**config.mk**
```make
export PLATFORM = sky130hd
export DESIGN_NAME = gumnut_alu_mc_flat
export DESIGN_NICKNAME = d
export VERILOG_FILES = /design/src/rtl/gumnut_alu_mc_if.sv /design/src/rtl/gumnut_alu_mc.sv /design/src/flat_wrapper.sv
export SDC_FILE = /design/constraint.sdc
export NUM_CORES = 1
export LEC_CHECK = 0
export CAP_MARGIN = 20
export CORE_MARGIN = 2
export CORE_UTILIZATION = 55
export DETAILED_ROUTE_END_ITERATION = 10
export HOLD_SLACK_MARGIN = 0.06
export PLACE_DENSITY = 0.8
export REMOVE_ABC_BUFFERS = 1
export SYNTH_ARGS = -nofsm -noshare
export SYNTH_HDL_FRONTEND = slang
export SYNTH_SLANG_ARGS = --single-unit
```
**constraint.sdc**
```tcl
create_clock -name clk -period 4.1 [get_ports clk]
set_input_delay 0.82 -clock clk [delete_from_list [all_inputs] [get_ports clk]]
set_output_delay 0.82 -clock clk [all_outputs]
set_load 0.05 [all_outputs]
```
**src/rtl/gumnut_alu_mc_if.sv**
```systemverilog
// Request/response bundle between Gumnut decode, the multi-cycle ALU and write-back.
// The master side is decode plus write-back; the slave side is the ALU.
interface gumnut_alu_mc_if #(
  parameter int WIDTH = 8,
  parameter int CNT_W = $clog2(WIDTH)
);
  logic             in_valid;
  logic             in_ready;
  logic             op_shift;
  logic [2:0]       func;
  logic [WIDTH-1:0] op_a;
  logic [WIDTH-1:0] op_b;
  logic [CNT_W-1:0] shift_count;
  logic             out_valid;
  logic             out_ready;
  logic [WIDTH-1:0] result;
  logic             flag_c;
  logic             flag_z;
  logic             busy;

  modport master (
    output in_valid, op_shift, func, op_a, op_b, shift_count, out_ready,
    input  in_ready, out_valid, result, flag_c, flag_z, busy
  );

  modport slave (
    input  in_valid, op_shift, func, op_a, op_b, shift_count, out_ready,
    output in_ready, out_valid, result, flag_c, flag_z, busy
  );
endinterface

```
**src/rtl/gumnut_alu_mc.sv**
```systemverilog
// Multi-cycle Gumnut ALU: arith/logic ops and shifts/rotates with a registered
// carry/zero flag file. Shifts run 1 bit/cycle (BARREL=0) or in one cycle (BARREL=1).
//
//  state   | meaning
//  --------+-----------------------------------------------------------
//  S_IDLE  | waiting for a request
//  S_SHIFT | iterative shift in progress, one bit per cycle
//  S_DONE  | result and flags valid, held until the consumer takes them
module gumnut_alu_mc #(
  parameter int WIDTH  = 8,
  parameter bit BARREL = 1'b0
) (
  input logic             clk,
  input logic             rst_n,
  gumnut_alu_mc_if.slave  bus
);
  localparam int CNT_W = $clog2(WIDTH);

  typedef enum logic [1:0] {S_IDLE, S_SHIFT, S_DONE} state_t;

  state_t           state_q, state_d;
  logic [WIDTH-1:0] result_q, result_d;
  logic             flag_c_q, flag_c_d;
  logic             flag_z_q, flag_z_d;
  logic [WIDTH-1:0] sh_val_q, sh_val_d;
  logic [CNT_W-1:0] sh_cnt_q, sh_cnt_d;
  logic [1:0]       sh_fn_q, sh_fn_d;

  logic             in_ready;
  logic             accept;
  logic             start_iter;
  logic [CNT_W-1:0] eff_cnt;
  logic [WIDTH:0]   arith_r;
  logic [WIDTH:0]   imm_sh;
  logic [WIDTH:0]   imm_r;
  logic [WIDTH:0]   step_r;

  // Arithmetic done at WIDTH+1 bits; the top bit is carry-out or borrow.
  function automatic logic [WIDTH:0] arith_op(input logic [WIDTH-1:0] a,
                                              input logic [WIDTH-1:0] b,
                                              input logic [2:0]       fn,
                                              input logic             cin);
    logic [WIDTH:0] ext_a;
    logic [WIDTH:0] ext_b;
    logic [WIDTH:0] ext_c;
    logic [WIDTH:0] r;
    ext_a = {1'b0, a};
    ext_b = {1'b0, b};
    ext_c = {{WIDTH{1'b0}}, cin};
    r     = '0;
    case (fn)
      3'b000:  r = ext_a + ext_b;
      3'b001:  r = ext_a + ext_b + ext_c;
      3'b010:  r = ext_a - ext_b;
      3'b011:  r = ext_a - ext_b - ext_c;
      3'b100:  r = {1'b0, a & b};
      3'b101:  r = {1'b0, a | b};
      3'b110:  r = {1'b0, a ^ b};
      default: r = {1'b0, a & ~b};
    endcase
    return r;
  endfunction

  // One-bit shift/rotate; top bit of the return value is the bit moved out.
  function automatic logic [WIDTH:0] shift_step(input logic [WIDTH-1:0] v,
                                                input logic [1:0]       fn);
    logic [WIDTH:0] r;
    case (fn)
      2'b00:   r = {v[WIDTH-1], v[WIDTH-2:0], 1'b0};
      2'b01:   r = {v[0], 1'b0, v[WIDTH-1:1]};
      2'b10:   r = {v[WIDTH-1], v[WIDTH-2:0], v[WIDTH-1]};
      default: r = {v[0], v[0], v[WIDTH-1:1]};
    endcase
    return r;
  endfunction

  // Barrel shift as a chain of single-bit steps; count 0 leaves C=0.
  function automatic logic [WIDTH:0] shift_multi(input logic [WIDTH-1:0] v,
                                                 input logic [1:0]       fn,
                                                 input logic [CNT_W-1:0] cnt);
    logic [WIDTH:0] r;
    r = {1'b0, v};
    for (int i = 0; i < WIDTH - 1; i++) begin
      if (CNT_W'(i) < cnt) r = shift_step(r[WIDTH-1:0], fn);
    end
    return r;
  endfunction

  assign in_ready = rst_n & ((state_q == S_IDLE) | ((state_q == S_DONE) & bus.out_ready));
  assign accept   = bus.in_valid & in_ready;

  // Iterative builds hand every non-zero shift to the SHIFT state instead.
  assign eff_cnt    = BARREL ? bus.shift_count : '0;
  assign start_iter = bus.op_shift & ~BARREL & (bus.shift_count != '0);
  assign arith_r    = arith_op(bus.op_a, bus.op_b, bus.func, flag_c_q);
  assign imm_sh     = shift_multi(bus.op_a, bus.func[1:0], eff_cnt);
  assign imm_r      = bus.op_shift ? imm_sh : arith_r;
  assign step_r     = shift_step(sh_val_q, sh_fn_q);

  // Next-state logic; flags and result change only on entry to S_DONE.
  always_comb begin
    state_d  = state_q;
    result_d = result_q;
    flag_c_d = flag_c_q;
    flag_z_d = flag_z_q;
    sh_val_d = sh_val_q;
    sh_cnt_d = sh_cnt_q;
    sh_fn_d  = sh_fn_q;
    case (state_q)
      S_IDLE, S_DONE: begin
        if (accept) begin
          if (start_iter) begin
            state_d  = S_SHIFT;
            sh_val_d = bus.op_a;
            sh_cnt_d = bus.shift_count;
            sh_fn_d  = bus.func[1:0];
          end else begin
            state_d  = S_DONE;
            result_d = imm_r[WIDTH-1:0];
            flag_c_d = imm_r[WIDTH];
            flag_z_d = (imm_r[WIDTH-1:0] == '0);
          end
        end else if ((state_q == S_DONE) && bus.out_ready) begin
          state_d = S_IDLE;
        end
      end
      S_SHIFT: begin
        sh_val_d = step_r[WIDTH-1:0];
        sh_cnt_d = sh_cnt_q - CNT_W'(1);
        if (sh_cnt_q == CNT_W'(1)) begin
          state_d  = S_DONE;
          result_d = step_r[WIDTH-1:0];
          flag_c_d = step_r[WIDTH];
          flag_z_d = (step_r[WIDTH-1:0] == '0);
        end
      end
      default: state_d = S_IDLE;
    endcase
  end

  // State and datapath registers; reset abandons any shift in flight.
  always_ff @(posedge clk) begin
    if (!rst_n) begin
      state_q  <= S_IDLE;
      result_q <= '0;
      flag_c_q <= 1'b0;
      flag_z_q <= 1'b0;
      sh_val_q <= '0;
      sh_cnt_q <= '0;
      sh_fn_q  <= '0;
    end else begin
      state_q  <= state_d;
      result_q <= result_d;
      flag_c_q <= flag_c_d;
      flag_z_q <= flag_z_d;
      sh_val_q <= sh_val_d;
      sh_cnt_q <= sh_cnt_d;
      sh_fn_q  <= sh_fn_d;
    end
  end

  assign bus.in_ready  = in_ready;
  assign bus.out_valid = (state_q == S_DONE);
  assign bus.busy      = (state_q == S_SHIFT);
  assign bus.result    = result_q;
  assign bus.flag_c    = flag_c_q;
  assign bus.flag_z    = flag_z_q;
endmodule

```
**src/flat_wrapper.sv**
```systemverilog
// flat-port wrapper written by rule: the top's interface ports become plain ports
module gumnut_alu_mc_flat 
#(
  parameter int WIDTH  = 8,
  parameter bit BARREL = 1'b0
)
  (clk, rst_n, bus_in_valid, bus_op_shift, bus_func, bus_op_a, bus_op_b, bus_shift_count, bus_out_ready, bus_in_ready, bus_out_valid, bus_result, bus_flag_c, bus_flag_z, bus_busy);
  gumnut_alu_mc_if #(.WIDTH(WIDTH)) bus_i ();
  input logic clk;
  input logic rst_n;
  input wire logic [$bits(bus_i.in_valid)-1:0] bus_in_valid;
  input wire logic [$bits(bus_i.op_shift)-1:0] bus_op_shift;
  input wire logic [$bits(bus_i.func)-1:0] bus_func;
  input wire logic [$bits(bus_i.op_a)-1:0] bus_op_a;
  input wire logic [$bits(bus_i.op_b)-1:0] bus_op_b;
  input wire logic [$bits(bus_i.shift_count)-1:0] bus_shift_count;
  input wire logic [$bits(bus_i.out_ready)-1:0] bus_out_ready;
  output wire logic [$bits(bus_i.in_ready)-1:0] bus_in_ready;
  output wire logic [$bits(bus_i.out_valid)-1:0] bus_out_valid;
  output wire logic [$bits(bus_i.result)-1:0] bus_result;
  output wire logic [$bits(bus_i.flag_c)-1:0] bus_flag_c;
  output wire logic [$bits(bus_i.flag_z)-1:0] bus_flag_z;
  output wire logic [$bits(bus_i.busy)-1:0] bus_busy;
  assign bus_i.in_valid = bus_in_valid;
  assign bus_i.op_shift = bus_op_shift;
  assign bus_i.func = bus_func;
  assign bus_i.op_a = bus_op_a;
  assign bus_i.op_b = bus_op_b;
  assign bus_i.shift_count = bus_shift_count;
  assign bus_i.out_ready = bus_out_ready;
  assign bus_in_ready = bus_i.in_ready;
  assign bus_out_valid = bus_i.out_valid;
  assign bus_result = bus_i.result;
  assign bus_flag_c = bus_i.flag_c;
  assign bus_flag_z = bus_i.flag_z;
  assign bus_busy = bus_i.busy;
  gumnut_alu_mc #(.WIDTH(WIDTH), .BARREL(BARREL)) u_core (.clk(clk), .rst_n(rst_n), .bus(bus_i));
endmodule
```
==> impl_results.html, run 1 <==
<table>
<tr><th>Metric</th><th>Value</th></tr>
<tr><th colspan="2">Detailed routing</th></tr>
<tr><td>Via count</td><td>3509</td></tr>
<tr><td>Number of vias per cell after detailed routing</td><td>6.510</td></tr>
<tr><td>Number of nets with antenna violations after routing</td><td>0</td></tr>
<tr><td>Detailed-route wire length per cell</td><td>17.96 um</td></tr>
<tr><td>Number of DRC violations after detailed-routing iteration 0</td><td>354</td></tr>
<tr><td>Number of remaining DRC errors</td><td>0</td></tr>
<tr><td>Pre-antenna DRT Iters</td><td>5</td></tr>
<tr><td>Total wirelength of the detailed-routed design</td><td>9682 um</td></tr>
<tr><th colspan="2">Layout</th></tr>
<tr><td>Post-route non-filler standard cell count</td><td>539</td></tr>
<tr><td>Fraction of layout instances using a drive strength above 1</td><td>7.923%</td></tr>
<tr><td>Nets@finish</td><td>527</td></tr>
<tr><td>Fill cell total of the finished layout</td><td>482</td></tr>
<tr><td>Multi-input logic area</td><td>2351 um2</td></tr>
<tr><td>Number of antenna diodes</td><td>0</td></tr>
<tr><td>Area of all placed cells without fillers</td><td>3696 um2</td></tr>
<tr><td>Layout Area Growth over Synthesis</td><td>20.47%</td></tr>
<tr><td>Sequential Area</td><td>500.5 um2</td></tr>
<tr><td>Final core occ</td><td>67.95%</td></tr>
<tr><th colspan="2">Global routing</th></tr>
<tr><td>Global route overflow</td><td>0</td></tr>
<tr><td>Number of antenna violations at the first check in global routing</td><td>0</td></tr>
<tr><td>Global Route met3 Usage</td><td>3.793%</td></tr>
<tr><td>Via count of the first global-routing pass</td><td>3349</td></tr>
<tr><td>Met2 GRT Util</td><td>51.79%</td></tr>
<tr><td>GRT Total Usage</td><td>32.01%</td></tr>
<tr><td>Maximum number of pins on one net before global-route repair</td><td>24</td></tr>
<tr><td>Global route hottest layer</td><td>met2</td></tr>
<tr><td>Wire length of the first global-routing pass</td><td>16110 um</td></tr>
<tr><td>Met1 usage in global routing</td><td>44.70%</td></tr>
<tr><th colspan="2">Floorplan</th></tr>
<tr><td>Area of the die</td><td>6191 um2</td></tr>
<tr><td># rows</td><td>27</td></tr>
<tr><td>Die Y-Extent</td><td>78.69 um</td></tr>
<tr><td>Horizontal die dimension</td><td>78.69 um</td></tr>
<tr><td>Core area</td><td>5439 um2</td></tr>
<tr><td>Initial core utilization</td><td>56.41%</td></tr>
<tr><td>IO Pins</td><td>40</td></tr>
<tr><th colspan="2">Setup path</th></tr>
<tr><td>Max FO, Critical Path</td><td>5</td></tr>
<tr><td>Critical path required time</td><td>4.32 ns</td></tr>
<tr><td>Slack of the worst reg-to-reg path</td><td>1.39 ns</td></tr>
<tr><td>Critical path launch point type</td><td>primary input</td></tr>
<tr><td>Worst setup path class</td><td>in2reg</td></tr>
<tr><td>Arrival @ worst endpoint</td><td>4.13 ns</td></tr>
<tr><td>Critical path endpoint category</td><td>register</td></tr>
<tr><th colspan="2">Clock tree</th></tr>
<tr><td>Clock sink count</td><td>25</td></tr>
<tr><td>H-tree depth</td><td>1</td></tr>
<tr><td>Clock latency on the worst-skew pair</td><td>0.28 ns</td></tr>
<tr><td>Cell chosen for the clock root</td><td>sky130_fd_sc_hd__clkbuf_8</td></tr>
<tr><td>CTS buffer count</td><td>3</td></tr>
<tr><td>Number of setup buffers added after CTS</td><td>0</td></tr>
<tr><td>Gates resized, CTS repair</td><td>0</td></tr>
<tr><td>Max Root-Sink Buffers</td><td>2</td></tr>
<tr><td>CTS Hold Buffers Added</td><td>0</td></tr>
<tr><td>CTS tree</td><td>yes</td></tr>
<tr><td>Clock transition at the register clock pins on the worst setup and hold paths after CTS</td><td>0.08 ns</td></tr>
<tr><th colspan="2">STA</th></tr>
<tr><td>Pins Over Slew Limit</td><td>0</td></tr>
<tr><td>Time the worst path needs with I/O delays and setup</td><td>3.906 ns</td></tr>
<tr><td>Setup repair after global routing missed its margin</td><td>false</td></tr>
<tr><td>Worst hold slack across all endpoints</td><td>0.4715 ns</td></tr>
<tr><td>Normalized max-slew margin</td><td>43.81%</td></tr>
<tr><td>Achievable Freq</td><td>256.0 MHz</td></tr>
<tr><td>Period utilisation layout</td><td>95.26%</td></tr>
<tr><td>Total count of hold-check failures in the final report</td><td>0</td></tr>
<tr><td>Final worst-path setup slack</td><td>0.1942 ns</td></tr>
<tr><td>Setup violation total in the final timing report</td><td>0</td></tr>
<tr><td>Final Skew</td><td>0.006838 ns</td></tr>
<tr><td>Slew at the pin closest to its max-slew limit</td><td>0.8390 ns</td></tr>
<tr><th colspan="2">Placement</th></tr>
<tr><td>Final GP Congestion</td><td>0.9589</td></tr>
<tr><td>Final HPWL from detailed placement</td><td>7544 um</td></tr>
<tr><td>Cell area after placement</td><td>3650 um2</td></tr>
<tr><td>Placed cell count</td><td>535</td></tr>
<tr><td>Setup slack at placement</td><td>-0.04976 ns</td></tr>
<tr><td>Count of buffers from port buffering</td><td>39</td></tr>
<tr><th colspan="2">Pwr</th></tr>
<tr><td>Pwr dens</td><td>233.0 nW/um2</td></tr>
<tr><td>Peak supply drop</td><td>199.2 uV</td></tr>
<tr><td>Leakage</td><td>1.507 nW</td></tr>
<tr><th colspan="2">Logic synthesis</th></tr>
<tr><td>Syn avg cell area</td><td>7.305 um2</td></tr>
<tr><td>#FFs+latches synth</td><td>25</td></tr>
<tr><td>Yosys Warn Count</td><td>0</td></tr>
<tr><td>Fraction of post-synthesis cell area in the top cell type by area</td><td>16.31%</td></tr>
<tr><td>Most instantiated cells after synthesis</td><td>41 x sky130_fd_sc_hd__nor2_1, 40 x sky130_fd_sc_hd__a21oi_1, 32 x sky130_fd_sc_hd__inv_1</td></tr>
<tr><td>Post-synthesis async set-or-reset flop share</td><td>0%</td></tr>
<tr><td>Register area share after synthesis</td><td>16.31%</td></tr>
<tr><td>Post-synthesis instance total</td><td>420</td></tr>
<tr><td>Top area cells in the synthesized netlist</td><td>sky130_fd_sc_hd__dfxtp_1 16%, sky130_fd_sc_hd__ha_1 12%, sky130_fd_sc_hd__a21oi_1 6.5%, sky130_fd_sc_hd__nor2_1 5.0%, sky130_fd_sc_hd__o21ai_0 4.9%</td></tr>
<tr><td>Syn Std Cell Area</td><td>3068 um2</td></tr>
<tr><td>Library cell with the largest summed area after synthesis</td><td>sky130_fd_sc_hd__dfxtp_1</td></tr>
<tr><td>Post-synthesis cell type count</td><td>65</td></tr>
<tr><td>Most used flip-flop cell after synthesis</td><td>sky130_fd_sc_hd__dfxtp_1</td></tr>
<tr><td>Most used standard cell by instance count after synthesis</td><td>sky130_fd_sc_hd__nor2_1</td></tr>
<tr><td>Count of flip-flops with a built-in enable after synthesis</td><td>0</td></tr>
<tr><th colspan="2">Min path</th></tr>
<tr><td>Min-delay worst type</td><td>reg2reg</td></tr>
<tr><th colspan="2">Status</th></tr>
<tr><td>Status</td><td>finished clean</td></tr>
<tr><th colspan="2">Flow run</th></tr>
<tr><td>Max-cap violations</td><td>0</td></tr>
</table>
==> flip-flops by register name, summed over array words and instances, names as in the netlist <==
register / cells
u_core.state_q: 2
u_core.sh_val_q: 8
u_core.bus.flag_z: 1
u_core.sh_fn_q: 2
u_core.bus.flag_c: 1
u_core.sh_cnt_q: 3
u_core.bus.result: 8
==> through the flow <==
stage          total power [mW]  setup TNS, ns
6_report                 0.8614              0
5_1_grt                  0.9101              0
4_1_cts                  0.8521              0
3_5_place_dp             0.7048       -0.04976
3_3_place_gp             0.6972              0
2_1_floorplan            0.5410              0
==> per-layer routing <==
| layer | up-vias | wire length, um |
|---|---|---|
| li1 | 1634 | - |
| met1 | 1631 | 4075 |
| met3 | 25 | 943 |
| met2 | 219 | 4479 |
| met4 | 0 | 182 |
| met5 | - | 0 |
==> cell families after synthesis <==
| kind of cell | after synthesis | share of synthesized area (%) |
|---|---|---|
| AOI/OAI and AO/OA | 142 | 30.71 |
| xor gates and xnor gates | 17 | 4.853 |
| adders and majority gates | 32 | 13.54 |
| buffers and inverters | 54 | 7.056 |
| DFF | 25 | 16.31 |
| muxes | 12 | 3.997 |
| and+or+nand+nor | 138 | 23.53 |
==> path summary, 6_finish.rpt <==
| kind | from | endpoint | cells after the start |
|---|---|---|---|
| worst max-delay path | bus_op_b[0] | u_core.bus.flag_z$_SDFFE_PN0P_ | 11 |
| worst max register to register | u_core.bus.flag_c$_SDFFE_PN0P_ | u_core.bus.flag_z$_SDFFE_PN0P_ | 9 |
| worst min-delay path | u_core.bus.result[4]$_SDFFE_PN0P_ | u_core.bus.result[4]$_SDFFE_PN0P_ | 2 |
| worst min register to register | u_core.bus.result[4]$_SDFFE_PN0P_ | u_core.bus.result[4]$_SDFFE_PN0P_ | 2 |
==> report_power, final <==
part / internal [mW] / switching (mW)
registers: 0.257 / 0.0122
clock network: 0.0682 / 0.0804
logic: 0.183 / 0.261
total: 0.508 / 0.353
==> worst max-delay path: stages <==
cell	delay, ns
sky130_fd_sc_hd__clkdlybuf4s50_1	0.55
sky130_fd_sc_hd__ha_1	0.24
sky130_fd_sc_hd__fa_1	0.47
sky130_fd_sc_hd__ha_1	0.26
sky130_fd_sc_hd__xnor2_1	0.19
sky130_fd_sc_hd__mux2_2	0.18
sky130_fd_sc_hd__o221ai_1	0.12
sky130_fd_sc_hd__a221o_1	0.38
sky130_fd_sc_hd__or4b_1	0.55
sky130_fd_sc_hd__nor4_2	0.17
sky130_fd_sc_hd__a32o_1	0.19
==> placed cells by master (no fill, tap or decap), drive strengths merged, types with 5 or more instances in the layout <==
| cell type | Yosys | routed |
|---|---|---|
| clkdlybuf4s50 | 0 | 38 |
| mux2i | 10 | 10 |
| dfxtp | 25 | 25 |
| a22oi | 7 | 7 |
| a21oi | 40 | 40 |
| nor3 | 12 | 12 |
| nor2b | 7 | 7 |
| o211ai | 5 | 5 |
| nand2 | 25 | 25 |
| nor2 | 42 | 42 |
| nand2b | 9 | 9 |
| o21ai | 30 | 30 |
| buf | 5 | 25 |
| xnor2 | 12 | 12 |
| ha | 30 | 30 |
| nand3 | 11 | 11 |
| a221oi | 6 | 6 |
| o221ai | 8 | 8 |
| xor2 | 5 | 5 |
| a31oi | 8 | 8 |
| and3 | 6 | 6 |
| a211oi | 8 | 8 |
| inv | 32 | 32 |
==> area by class of cell <==
| type | instances | area share [%] |
|---|---|---|
| Multi-Input combinational cell | 341 | 63.61 |
| Tap cell | 72 | 2.437 |
| Sequential cell | 25 | 13.54 |
| Clock buffer | 3 | 1.117 |
| Timing Repair Buffer | 63 | 15.71 |
| Clock inverter | 1 | 0.1354 |
| Inverter | 34 | 3.453 |
(Power assumes the default switching activity.)
==> run 2: changes to the inputs <==
--- a/config.mk
+++ b/config.mk
@@ -7,11 +7,12 @@
 export LEC_CHECK = 0
 export CAP_MARGIN = 20
 export CORE_MARGIN = 2
-export CORE_UTILIZATION = 55
+export CORE_UTILIZATION = 51
 export DETAILED_ROUTE_END_ITERATION = 10
 export HOLD_SLACK_MARGIN = 0.06
-export PLACE_DENSITY = 0.8
+export PLACE_DENSITY = 0.78
 export REMOVE_ABC_BUFFERS = 1
 export SYNTH_ARGS = -nofsm -noshare
 export SYNTH_HDL_FRONTEND = slang
 export SYNTH_SLANG_ARGS = --single-unit
+export TNS_END_PERCENT = 30
==> constraint.sdc (replaced) <==
create_clock -name clk -period 3.5 [get_ports clk]
set_input_delay 0.7 -clock clk [delete_from_list [all_inputs] [get_ports clk]]
set_output_delay 0.7 -clock clk [all_outputs]
set_load 0.05 [all_outputs]
==> run 2 against run 1 <==
Worst setup slack lost 0.11 ns. Highest routed layer unchanged. Largest cell class unchanged. Clock skew is 0.0051 ns lower. Hold slack improved by 0.013 ns. Core utilization grew 5.0 points. Largest power group unchanged. Combinational power rose by 43%.
==> impl_results.html, run 2 (synthesis gave the netlist of run 1 again) <==
<table>
<tr><th>Metric</th><th>Value</th></tr>
<tr><th colspan="2">Floorplan</th></tr>
<tr><td>IO Pins</td><td>40 (unchanged)</td></tr>
<tr><td>Initial core utilization</td><td>52.44% (was 56.41%)</td></tr>
<tr><td>Area of the die</td><td>6652 um2 (was 6191 um2)</td></tr>
<tr><td># rows</td><td>28 (was 27)</td></tr>
<tr><td>Die Y-Extent</td><td>81.56 um (was 78.69 um)</td></tr>
<tr><td>Horizontal die dimension</td><td>81.56 um (was 78.69 um)</td></tr>
<tr><td>Core area</td><td>5851 um2 (was 5439 um2)</td></tr>
<tr><th colspan="2">Global routing</th></tr>
<tr><td>Via count of the first global-routing pass</td><td>3468 (was 3349)</td></tr>
<tr><td>Wire length of the first global-routing pass</td><td>17070 um (was 16110 um)</td></tr>
<tr><td>Number of antenna violations at the first check in global routing</td><td>0 (unchanged)</td></tr>
<tr><td>Global route overflow</td><td>0 (unchanged)</td></tr>
<tr><td>Maximum number of pins on one net before global-route repair</td><td>19 (was 24)</td></tr>
<tr><td>GRT Total Usage</td><td>33.73% (was 32.01%)</td></tr>
<tr><th colspan="2">Clock tree</th></tr>
<tr><td>Clock transition at the register clock pins on the worst setup and hold paths after CTS</td><td>0.09 ns (was 0.08 ns)</td></tr>
<tr><td>CTS tree</td><td>yes (unchanged)</td></tr>
<tr><td>H-tree depth</td><td>1 (unchanged)</td></tr>
<tr><td>Max Root-Sink Buffers</td><td>2 (unchanged)</td></tr>
<tr><td>CTS buffer count</td><td>3 (unchanged)</td></tr>
<tr><td>Clock latency on the worst-skew pair</td><td>0.28 ns (about the same)</td></tr>
<tr><td>Clock sink count</td><td>25 (unchanged)</td></tr>
<tr><td>Cell chosen for the clock root</td><td>sky130_fd_sc_hd__clkbuf_8 (unchanged)</td></tr>
<tr><td>CTS Hold Buffers Added</td><td>0 (unchanged)</td></tr>
<tr><th colspan="2">Layout</th></tr>
<tr><td>Most common cell after layout, fill and taps aside</td><td>sky130_fd_sc_hd__buf_4 (was sky130_fd_sc_hd__nor2_1)</td></tr>
<tr><td>Number of antenna diodes</td><td>0 (unchanged)</td></tr>
<tr><td>Area of all placed cells without fillers</td><td>4267 um2 (was 3696 um2)</td></tr>
<tr><td>Layout Area Growth over Synthesis</td><td>39.07% (was 20.47%)</td></tr>
<tr><td>Fraction of layout instances using a drive strength above 1</td><td>22.08% (was 7.923%)</td></tr>
<tr><td>Final core occ</td><td>72.93% (was 67.95%)</td></tr>
<tr><td>Nets@finish</td><td>590 (was 527)</td></tr>
<tr><td>Commonest cells after routing, fill and taps aside</td><td>87 x sky130_fd_sc_hd__buf_4, 41 x sky130_fd_sc_hd__nor2_1, 40 x sky130_fd_sc_hd__a21oi_1 (was 41 x sky130_fd_sc_hd__nor2_1, 40 x sky130_fd_sc_hd__a21oi_1, 38 x sky130_fd_sc_hd__clkdlybuf4s50_1)</td></tr>
<tr><td>Post-route non-filler standard cell count</td><td>605 (was 539)</td></tr>
<tr><th colspan="2">Placement</th></tr>
<tr><td>Placed cell count</td><td>598 (was 535)</td></tr>
<tr><td>Count of buffers from port buffering</td><td>39 (unchanged)</td></tr>
<tr><td>Final GP Congestion</td><td>1.005 (was 0.9589)</td></tr>
<tr><td>Cell area after placement</td><td>4104 um2 (was 3650 um2)</td></tr>
<tr><td>Final HPWL from detailed placement</td><td>8703 um (was 7544 um)</td></tr>
<tr><th colspan="2">Detailed routing</th></tr>
<tr><td>Pre-antenna DRT Iters</td><td>5 (unchanged)</td></tr>
<tr><td>Number of vias per cell after detailed routing</td><td>6.136 (was 6.510)</td></tr>
<tr><td>Total wirelength of the detailed-routed design</td><td>11120 um (was 9682 um)</td></tr>
<tr><td>Via count</td><td>3712 (was 3509)</td></tr>
<tr><td>Number of DRC violations after detailed-routing iteration 0</td><td>268 (was 354)</td></tr>
<tr><td>Number of nets with antenna violations after routing</td><td>0 (unchanged)</td></tr>
<tr><td>Number of remaining DRC errors</td><td>0 (unchanged)</td></tr>
<tr><td>Detailed-route wire length per cell</td><td>18.38 um (was 17.96 um)</td></tr>
<tr><th colspan="2">STA</th></tr>
<tr><td>Achievable Freq</td><td>292.7 MHz</td></tr>
<tr><td>Setup violation total in the final timing report</td><td>0 (unchanged)</td></tr>
<tr><td>Total count of hold-check failures in the final report</td><td>0 (unchanged)</td></tr>
<tr><td>Final Skew</td><td>0.001723 ns (was 0.006838 ns)</td></tr>
<tr><td>Normalized max-slew margin</td><td>60.07% (was 43.81%)</td></tr>
<tr><td>Slew at the pin closest to its max-slew limit</td><td>0.5967 ns (was 0.8390 ns)</td></tr>
<tr><td>Sum of negative setup slack</td><td>0 ns (unchanged)</td></tr>
<tr><td>Time the worst path needs with I/O delays and setup</td><td>3.416 ns</td></tr>
<tr><td>Pins Over Slew Limit</td><td>0 (unchanged)</td></tr>
<tr><td>Period utilisation layout</td><td>97.60%</td></tr>
<tr><th colspan="2">Setup path</th></tr>
<tr><td>Max stage delay on crit path</td><td>0.52 ns (was 0.55 ns)</td></tr>
<tr><td>Critical path launch point type</td><td>primary input (unchanged)</td></tr>
<tr><td>Slack of the worst reg-to-reg path</td><td>0.87 ns (was 1.39 ns)</td></tr>
<tr><td>Start of the worst register-to-register path</td><td>u_core.bus.flag_c$_SDFFE_PN0P_ (unchanged)</td></tr>
<tr><td>Critical path required time</td><td>3.68 ns (was 4.32 ns)</td></tr>
<tr><td>Max FO, Critical Path</td><td>4 (was 5)</td></tr>
<tr><td>Kind of cell with the highest combined delay on the critical path</td><td>buffers and inverters (was adder cells)</td></tr>
<tr><td>Library cell contributing the largest single delay on the critical path</td><td>sky130_fd_sc_hd__clkdlybuf4s50_1 (unchanged)</td></tr>
<tr><td>Register-to-Register Path Depth</td><td>9 (unchanged)</td></tr>
<tr><td>Critical path's most frequent cell</td><td>sky130_fd_sc_hd__buf_4 (was sky130_fd_sc_hd__ha_1)</td></tr>
<tr><td>Critical path endpoint category</td><td>register (unchanged)</td></tr>
<tr><td>Arrival @ worst endpoint</td><td>3.60 ns (was 4.13 ns)</td></tr>
<tr><td>Worst setup path class</td><td>in2reg (unchanged)</td></tr>
<tr><td>CP cell instances</td><td>clkdlybuf4s50_1, buf_4, ha_1, o21ai_0, nor2_2, buf_4, o221ai_1, nand4b_1, xnor2_1, o221ai_1, a21oi_1, buf_4, a32o_1 (was clkdlybuf4s50_1, ha_1, fa_1, ha_1, xnor2_1, mux2_2, o221ai_1, a221o_1, or4b_1, nor4_2, a32o_1)</td></tr>
<tr><td>Number of buffers and inverters on the critical path</td><td>4 (was 1)</td></tr>
<tr><td>Endpoint of the worst-slack reg-to-reg timing path</td><td>u_core.bus.flag_z$_SDFFE_PN0P_ (unchanged)</td></tr>
<tr><th colspan="2">Min path</th></tr>
<tr><td>Min-Delay Path Depth</td><td>2 (unchanged)</td></tr>
<tr><td>Min-delay worst type</td><td>reg2reg (unchanged)</td></tr>
<tr><td>Startpoint of the lowest-slack hold path</td><td>u_core.bus.result[4]$_SDFFE_PN0P_ (unchanged)</td></tr>
<tr><td>WHS Endpoint</td><td>u_core.bus.result[4]$_SDFFE_PN0P_ (unchanged)</td></tr>
<tr><th colspan="2">Pwr</th></tr>
<tr><td>Leakage</td><td>1.820 nW (was 1.507 nW)</td></tr>
<tr><td>Peak supply drop</td><td>292.7 uV (was 199.2 uV)</td></tr>
<tr><td>Power Total</td><td>1.126 mW (was 861.4 uW)</td></tr>
<tr><td>Pwr dens</td><td>263.8 nW/um2 (was 233.0 nW/um2)</td></tr>
<tr><th colspan="2">Flow run</th></tr>
<tr><td>Max-cap violations</td><td>0 (unchanged)</td></tr>
<tr><th colspan="2">Status</th></tr>
<tr><td>Status</td><td>finished clean (unchanged)</td></tr>
</table>
## run 2: cell count changes in the layout (fill, tap and decap cells not counted), sizes merged
cell | previous run | this run
clkbuf | 3 | 4
buf | 25 | 88
clkdlybuf4s50 | 38 | 34
dlygate4sd2 | 0 | 2
clkdlybuf4s15 | 0 | 1
## run 2: area by class of cell
class | count | area, um2
tap | 75 | 93.84
multi-input combinational | 341 | 2452
timing repair buffer | 126 | 1046
fill | 460 | 1584
inverter | 34 | 127.6
sequential | 25 | 500.5
clock inverter | 1 | 5.005
clock buffer | 3 | 41.29
## run 2: worst max-delay path by stage
stage                 from                              to  depth (start not counted)
4_1_cts        bus_op_b[0]  u_core.bus.flag_z$_SDFFE_PN0P_                         13
2_1_floorplan        rst_n  u_core.bus.flag_z$_SDFFE_PN0P_                          8
5_1_grt        bus_op_a[2]  u_core.bus.flag_z$_SDFFE_PN0P_                         12
3_5_place_dp   bus_op_a[0]  u_core.bus.flag_z$_SDFFE_PN0P_                         11
3_3_place_gp   bus_op_a[0]  u_core.bus.flag_z$_SDFFE_PN0P_                         11
6_report       bus_op_a[3]  u_core.bus.flag_z$_SDFFE_PN0P_                         13
## run 2: layer usage
metal  vias to the layer above  routed length, um  GRT usage (%)
met4                         0                278          11.02
met1                      1739               4726          45.35
met2                       183               5179          54.59
met3                        30                935          5.824
li1                       1760                  -              -
met5                         -                  0              0
## run 2: worst reg2reg max path, cell delays in order (launching register included)
cell                       delay, ns
sky130_fd_sc_hd__dfxtp_1        0.44
sky130_fd_sc_hd__ha_1           0.22
sky130_fd_sc_hd__ha_2           0.20
sky130_fd_sc_hd__xnor2_1        0.11
sky130_fd_sc_hd__mux2_2         0.17
sky130_fd_sc_hd__o221ai_1       0.13
sky130_fd_sc_hd__a221o_1        0.37
sky130_fd_sc_hd__or4b_4         0.50
sky130_fd_sc_hd__nor4_2         0.27
sky130_fd_sc_hd__a32o_1         0.18
## run 2: timing repair
action,4_1_cts,5_1_grt
pin swaps,8,8
setup buffers,1,2
resized for setup,11,16
endpoints found under the setup margin,2,3
## run 2: through the flow
step	worst slack [ns]	hold WS (ns)
floorplan	0.1500	0.4520
global placement	-0.3522	0.4417
detailed placement	-0.3798	0.4667
CTS	0.004970	0.4808
global route	-0.005733	0.5088
finish	0.08403	0.4847
## run 2: power breakdown
group / leakage, nW / switching [mW] / internal (mW)
sequential: 0.204 / 0.0150 / 0.301
clock: 0.0255 / 0.0972 / 0.0800
combinational: 1.59 / 0.338 / 0.295
==> run 3: changes to the inputs <==
--- a/config.mk
+++ b/config.mk
@@ -9,7 +9,7 @@
 export CORE_MARGIN = 2
 export CORE_UTILIZATION = 51
 export DETAILED_ROUTE_END_ITERATION = 10
-export HOLD_SLACK_MARGIN = 0.06
+export HOLD_SLACK_MARGIN = 0.1
 export PLACE_DENSITY = 0.78
 export REMOVE_ABC_BUFFERS = 1
 export SYNTH_ARGS = -nofsm -noshare
==> results of run 3 <==
Same layout as run 2: the final DEF is identical, and so are final timing and power.
